$ cat src/rtl/register_file.sv
// Multi-port register file with write/increment and a hardware clear sweep.
// Optional same-cycle read forwarding of accepted writes/increments: define REGFILE_BYPASS_EN.
module register_file #(
    parameter int DATA_WIDTH = 8,
    parameter int NUM_REGS   = 4
) (
    input  logic                          clk,
    input  logic                          reset,
    input  logic                          we,
    input  logic [$clog2(NUM_REGS)-1:0]   waddr,
    input  logic [DATA_WIDTH-1:0]         wdata,
    input  logic                          inc,
    input  logic [$clog2(NUM_REGS)-1:0]   raddr_a,
    input  logic [$clog2(NUM_REGS)-1:0]   raddr_b,
    output logic [DATA_WIDTH-1:0]         rdata_a,
    output logic [DATA_WIDTH-1:0]         rdata_b,
    input  logic                          clr_start,
    output logic                          busy,
    output logic                          clr_done
);
    localparam int ADDR_WIDTH = $clog2(NUM_REGS);
    localparam int DEPTH      = 2 ** ADDR_WIDTH;
    localparam logic [ADDR_WIDTH-1:0] LAST_PTR = ADDR_WIDTH'(NUM_REGS - 1);

    typedef enum logic [1:0] {IDLE, SWEEP, DONE} state_t;

    state_t                  state_q, state_d;
    logic [ADDR_WIDTH-1:0]   ptr_q, ptr_d;
    logic                    sweep_clr;
    logic                    wr_acc, inc_acc;
    logic [DATA_WIDTH-1:0]   regs [NUM_REGS];
    // Read mux padded to the full address space; holes read as zero
    logic [DATA_WIDTH-1:0]   rmux [DEPTH];

    always_ff @(posedge clk or posedge reset) begin
        if (reset) begin
            state_q <= IDLE;
            ptr_q   <= '0;
        end else begin
            state_q <= state_d;
            ptr_q   <= ptr_d;
        end
    end

    always_comb begin
        state_d   = state_q;
        ptr_d     = ptr_q;
        sweep_clr = 1'b0;
        busy      = 1'b0;
        clr_done  = 1'b0;
        case (state_q)
            IDLE: begin
                if (clr_start) begin
                    state_d = SWEEP;
                    ptr_d   = '0;
                end
            end
            SWEEP: begin
                busy      = 1'b1;
                sweep_clr = 1'b1;
                ptr_d     = ptr_q + ADDR_WIDTH'(1);
                if (ptr_q == LAST_PTR) state_d = DONE;
            end
            DONE: begin
                busy     = 1'b1;
                clr_done = 1'b1;
                state_d  = IDLE;
            end
            default: state_d = IDLE;
        endcase
    end

    assign wr_acc  = we & ~busy;
    assign inc_acc = inc & ~we & ~busy;

    for (genvar i = 0; i < NUM_REGS; i++) begin : g_reg
        always_ff @(posedge clk or posedge reset) begin
            if (reset)
                regs[i] <= '0;
            else if (sweep_clr && ptr_q == ADDR_WIDTH'(i))
                regs[i] <= '0;
            else if (wr_acc && waddr == ADDR_WIDTH'(i))
                regs[i] <= wdata;
            else if (inc_acc && waddr == ADDR_WIDTH'(i))
                regs[i] <= regs[i] + DATA_WIDTH'(1);
        end
    end

    for (genvar j = 0; j < DEPTH; j++) begin : g_rmux
        if (j < NUM_REGS) begin : g_live
            assign rmux[j] = regs[j];
        end else begin : g_hole
            assign rmux[j] = '0;
        end
    end

`ifdef REGFILE_BYPASS_EN
    logic [DEPTH-1:0]      addr_ok;
    logic                  fwd_en;
    logic [DATA_WIDTH-1:0] fwd_data;

    for (genvar j = 0; j < DEPTH; j++) begin : g_ok
        assign addr_ok[j] = (j < NUM_REGS);
    end

    assign fwd_en   = (wr_acc | inc_acc) & addr_ok[waddr];
    assign fwd_data = wr_acc ? wdata : rmux[waddr] + DATA_WIDTH'(1);
    assign rdata_a  = (fwd_en && raddr_a == waddr) ? fwd_data : rmux[raddr_a];
    assign rdata_b  = (fwd_en && raddr_b == waddr) ? fwd_data : rmux[raddr_b];
`else
    assign rdata_a = rmux[raddr_a];
    assign rdata_b = rmux[raddr_b];
`endif

endmodule

$ cat config.mk
export PLATFORM = sky130hd
export DESIGN_NAME = register_file
export DESIGN_NICKNAME = d
export VERILOG_FILES = /design/src/rtl/register_file.sv
export SDC_FILE = /design/constraint.sdc
export NUM_CORES = 1
export LEC_CHECK = 0
export ABC_CLOCK_PERIOD_IN_PS = 2900
export BUFFER_PORTS_ARGS = -buffer_cell sky130_fd_sc_hd__buf_2
export CORE_MARGIN = 2
export CORE_UTILIZATION = 63
export CTS_BUF_LIST = sky130_fd_sc_hd__clkbuf_4 sky130_fd_sc_hd__clkbuf_8 sky130_fd_sc_hd__clkbuf_16
export DETAILED_ROUTE_END_ITERATION = 10
export MAX_ROUTING_LAYER = met4
export PLACE_DENSITY = 0.95
export SLEW_MARGIN = 20
export SYNTH_ARGS = -nofsm -noshare
export SYNTH_HDL_FRONTEND = slang
export SYNTH_SLANG_ARGS = --single-unit
$ cat constraint.sdc
create_clock -name clk -period 2.9 [get_ports clk]
set_input_delay 0.29 -clock clk [delete_from_list [all_inputs] [get_ports clk]]
set_output_delay 0.29 -clock clk [all_outputs]
set_load 0.01 [all_outputs]
== Word-level counts from Yosys, hierarchy flattened ==
Cells that the tools add are included.

* Bitwise gates (word level): 7
* Order comparisons: 2
* Add/subtract/negate cells: 5
* Reductions and logical operators: 23
* Muxes and demuxes: 26
* Eq/ne operators: 10

{| class="wikitable"
|+ Operators with widths
! cell !! count
|-
| $mux 8 || 16
|-
| $add 8x1->8 const B || 4
|-
| $bmux 8 s2 || 2
|-
| $logic_and 1x1->1 || 12
|-
| $reduce_bool 3->1 || 4
|-
| $eq 2x2->1 const B || 5
|-
| $pmux 2 s2 || 2
|-
| $eq 2x1->1 const B || 3
|-
| $ge 3x3->1 const B || 2
|-
| $logic_not 2->1 || 3
|-
| $mux 2 || 3
|-
| $not 2->3 || 2
|-
| $ne 2x2->1 const B || 2
|-
| $reduce_and 2->1 || 2
|-
| $and 1x1->1 || 3
|-
| $mux 1 || 3
|-
| $add 2x1->2 const B || 1
|-
| $not 1->1 || 2
|-
| $reduce_bool 2->1 || 1
|-
| $reduce_or 2->1 || 1
|}

* Input port bits: 19
* Register bits after elaboration: 36
* Output and inout bits: 18

== Longest topological paths before layout ==
* Word-level depth: 9
* Depth in mapped cells: 8

== Least setup slack after synthesis ==
No wires, ideal clock.

* Path type: register -> register
* Start: reg state_q[0]
* End: reg regs[15] (netlist bit)
* Clock period less this slack: 1869 ps
* Cell stages (with the launch flop): 7
* Slack: 1031 ps
* Required time: 2818 ps
* Library setup time: 82 ps
* Arrival: 1787 ps
* Cell sequence: dfrtp_1 -> inv_1 -> ha_1 -> or3b_4 -> a211oi_4 -> a21oi_1 -> o22ai_1

* Longest elaborated chain between the ends: 8
* Elaborated cells between the ends (all ways): 14
* Those cells by class: 2 x eq/ne; 4 x mux; 3 x bitwise; 5 x reduce/logical

{| class="wikitable"
|+ RTL lines
! what !! line !! text
|-
| from (decl) || 27 || <nowiki>state_t state_q, state_d;</nowiki>
|-
| from (signal assigned) || 40 || <nowiki>state_q <= state_d;</nowiki>
|-
| $eq 2x1->1 / $eq 2x2->1 (equally long branches) || 51 || <nowiki>case (state_q)</nowiki>
|-
| $reduce_or 2->1 (no line) * || -- ||
|-
| $mux 1 * || 51 ||
|-
| via busy || 18 || <nowiki>output logic busy,</nowiki>
|-
| $not 1->1 * || 73, 74 ||
|-
| $and 1x1->1 || 73 || <nowiki>assign wr_acc = we & ~busy;</nowiki>
|-
| $logic_and 1x1->1 || 82 || <nowiki>else if (wr_acc && waddr == ADDR_WIDTH'(i))</nowiki>
|-
| $mux 8 || 82 ||
|-
| $mux 8 || 80 || <nowiki>else if (sweep_clr && ptr_q == ADDR_WIDTH'(i))</nowiki>
|-
| to (signal, indexed assignment) || 83 || <nowiki>regs[i] <= wdata;</nowiki>
|-
| to (signal, indexed assignment) || 85 || <nowiki>regs[i] <= regs[i] + DATA_WIDTH'(1);</nowiki>
|-
| to (decl) || 31 || <nowiki>logic [DATA_WIDTH-1:0] regs [NUM_REGS];</nowiki>
|}

The timed path passes the listed nets; every way through them passes the cells marked *.
A chain may end at the register's enable or synchronous reset.

== Worst setup path in the final report ==
* Start: reg state_q[0]
* End: reg regs[2] (netlist bit)

* Longest elaborated chain between the ends: 8
* Elaborated cells between the ends (all ways): 14
* Those cells by class: 2 x eq/ne; 4 x mux; 3 x bitwise; 5 x reduce/logical

{| class="wikitable"
|+ RTL lines
! what !! line
|-
| $eq 2x1->1 / $eq 2x2->1 (equally long branches) || 51
|-
| $reduce_or 2->1 (no line) || --
|-
| $mux 1 || 51
|-
| $not 1->1 || 73, 74
|-
| $and 1x1->1 || 73
|-
| $logic_and 1x1->1 || 82
|-
| $mux 8 || 82
|-
| $mux 8 || 80
|}

Several ways; a longest one is shown, not always the timed one.

==> results.tsv <==
metric	value	unit
die_w	70.4	um
r2r_slack	0.71	ns
ctsHoldBuffers	0	
slew_headroom	0.467	
io_buffers	36	
area_growth	10.1	%
grt.overflow.total	0	
synth_edf_count	0	
grt_pass1_wl	12600	um
grt_setup_unrepaired	no	
track_usage	0.340	
crit_end	regs[2]$_DFFE_PP0P_	
dieHeight	70.4	um
grt_antenna_before_repair	0	
cp-end-kind	flip-flop	
n_fill_cell	302	
yosysWarnings	0	
post-route-min-period	2.19	ns
p_per_area	731	nW/um2
die-area	4960	um2
initial_core_util	0.647	
final_common_cell	a21oi_1	
cts_resized	0	
fin_crit_sh	0.754	
synth-main-ff-cell	dfrtp_1	
cp-startpoint	state_q[0]$_DFFE_PP0P_	
synth.distinct_cells	47	
syn_inst	302	
synth_area	2780	um2
synth_nets	332	
wl	7750	um
max-clock-path-buffers	2	
cts_setup_buffers	0	
arrival	2.40	ns
dr.pass1.iters	6	
crit_chain	inv_1 -> ha_1 -> o21ba_2 -> a31oi_1 -> o21ai_0 -> o21ai_0	
routedWlPerCell	20.2	um
fp.coreArea	4290	um2
r2r-end	regs[2]$_DFFE_PP0P_	
cts_buffers	5	
finish.utilization	0.712	
preCtsSetupSlack	0.809	ns
first_global_vias	2576	
synth.yosys.seq_area_share	0.324	
finalSetupTns	0	ns
grt_max_degree	37	
max-vdd-ir-drop	0.589	mV
required	3.11	ns
fin_ws	0.715	ns
path_depth	6	
clk_pin_slew	0.07	ns
cts_sinks	36	
most-common-layout-cells	39 x a21oi_1, 36 x buf_2, 36 x dfrtp_1	
dp_cells	376	
async_flop_share	1.00	
fin_nets	361	
holdCritPathClass	in -> async	
cap_viol_max_count	0	
avgSynthCellArea	9.20	um2
p_leak	1.27	nW
io_pins	37	
critPathKind	reg -> reg	
cpMaxStageDelayCell	a31oi_1	
critPathMaxStageDelay	0.61	ns
finalSetupViolations	0	
viasPerCell	7.15	
drtAntennaViolNets	0	
drv_slew	0	
drc_errors	0	
timing.fmax	458	MHz
p_total	2.24	mW
hold_viol_final	0	
critPathLaunchType	flip-flop	
gp_congestion	0.889	
num_vias	2746	
critical_path.top_delay_family	compound AO/OA/AOI/OAI gates	
diodes	0	
post-dp-hpwl	5500	um
outcome	finished clean	
drt_iter0_drc	434	
final_layout_size_suffix_gt1_frac	0.214	
rr_worst_depth	6	
worstPathBufferInverterCount	1	
reg2reg_from	state_q[0]$_DFFE_PP0P_	
tritoncts	done	
clk_latency	0.30	ns
cts_root_buffer	clkbuf_8	
clock_skew	0.00766	ns
std_cell_rows	24	
cts-htree-levels	2	
cp_common_cell	o21ai_0	
cp_max_fo	8	
ys_seq_elements	36	
fin_cells	384	
worst_pin_slew	0.796	ns
-- through the flow --
stage | instance area, um2 | hold WS, ns
floorplan | 2780 | 0.454
global placement | 2960 | 0.423
detailed placement | 2960 | 0.422
CTS | 3060 | 0.108
global route | 3060 | 0.150
finish | 3060 | 0.0947
-- worst reg2reg max path, delay by kind of cell (launching register included) --
| family | cells | cell delay (ns) |
|---|---|---|
| AO/OA/AOI/OAI | 4 | 1.20 |
| flip-flops | 1 | 0.38 |
| buffers and inverters | 1 | 0.07 |
| adder cells (fa/ha/maj) | 1 | 0.45 |
-- layout make-up --
| class | instances | area [um2] | share of cell area |
|---|---|---|---|
| repair buffers | 38 | 195 | 0.0638 |
| clock buffers | 8 | 97.6 | 0.0319 |
| multi-input cells | 227 | 1710 | 0.560 |
| well taps | 52 | 65.1 | 0.0213 |
| inverters | 23 | 86.3 | 0.0282 |
| flip-flops and latches | 36 | 901 | 0.294 |
-- per-layer routing --
metal | vias to the layer above | global-route usage | wire length, um
li1 | 1192 | - | -
met1 | 1296 | 0.420 | 2870
met2 | 206 | 0.520 | 3750
met3 | 52 | 0.0722 | 728
met4 | 0 | 0.188 | 401
met5 | - | - | 0
-- report_power, final --
| part | switching [mW] | internal (mW) |
|---|---|---|
| sequential | 0.218 | 0.631 |
| combinational | 0.557 | 0.428 |
| clock | 0.189 | 0.213 |
| total | 0.963 | 1.27 |
-- flip-flops by register name, summed over array words and instances, names as in the netlist --
register	count
ptr_q	2
regs	32
state_q	2
-- cells in the mapped netlist, types with 2 or more instances --
cell type,number,area (um2)
nor3b_1,4,30.0
buf_2,5,25.0
ha_1,11,138
nand2_1,25,93.8
o31a_1,9,78.8
o21ba_2,2,20.0
nand3_1,11,55.1
mux2i_1,5,50.1
buf_4,4,30.0
o22ai_1,17,106
o211ai_1,4,30.0
a21oi_1,39,195
a31oi_1,2,12.5
o21ai_0,19,95.1
inv_1,23,86.3
clkbuf_1,6,22.5
nand4_1,2,12.5
a22oi_1,2,15.0
nor3_1,9,45.0
dfrtp_1,36,901
nor2_1,10,37.5
mux4_2,16,360
or3_1,5,31.3
and3_1,5,31.3
o21a_1,2,15.0
and2_1,4,25.0
nor2b_1,3,18.8
nor4_1,3,18.8
-- logic make-up (layout without fill, tap and decap cells) --
group,count (synthesis),in the layout,synth area share
AO/OA/AOI/OAI,102,102,0.227
XOR/XNOR,1,1,0.00315
adder cells (fa/ha/maj),11,11,0.0495
buffers and inverters,39,69,0.0608
flip-flops,36,36,0.324
multiplexers,21,21,0.148
AND/OR/NAND/NOR,92,92,0.187
-- how the worst min path moves through the flow --
stage / startpoint / end / depth (start not counted)
final: reset / regs[30]$_DFFE_PP0P_ / 3
after global routing: reset / regs[30]$_DFFE_PP0P_ / 3
after CTS: reset / regs[14]$_DFFE_PP0P_ / 3
after detailed placement: reset / regs[30]$_DFFE_PP0P_ / 3
after global placement: reset / regs[30]$_DFFE_PP0P_ / 3
after floorplan: clr_start / state_q[0]$_DFFE_PP0P_ / 2
No activity file was read; power rests on OpenSTA's default activity.
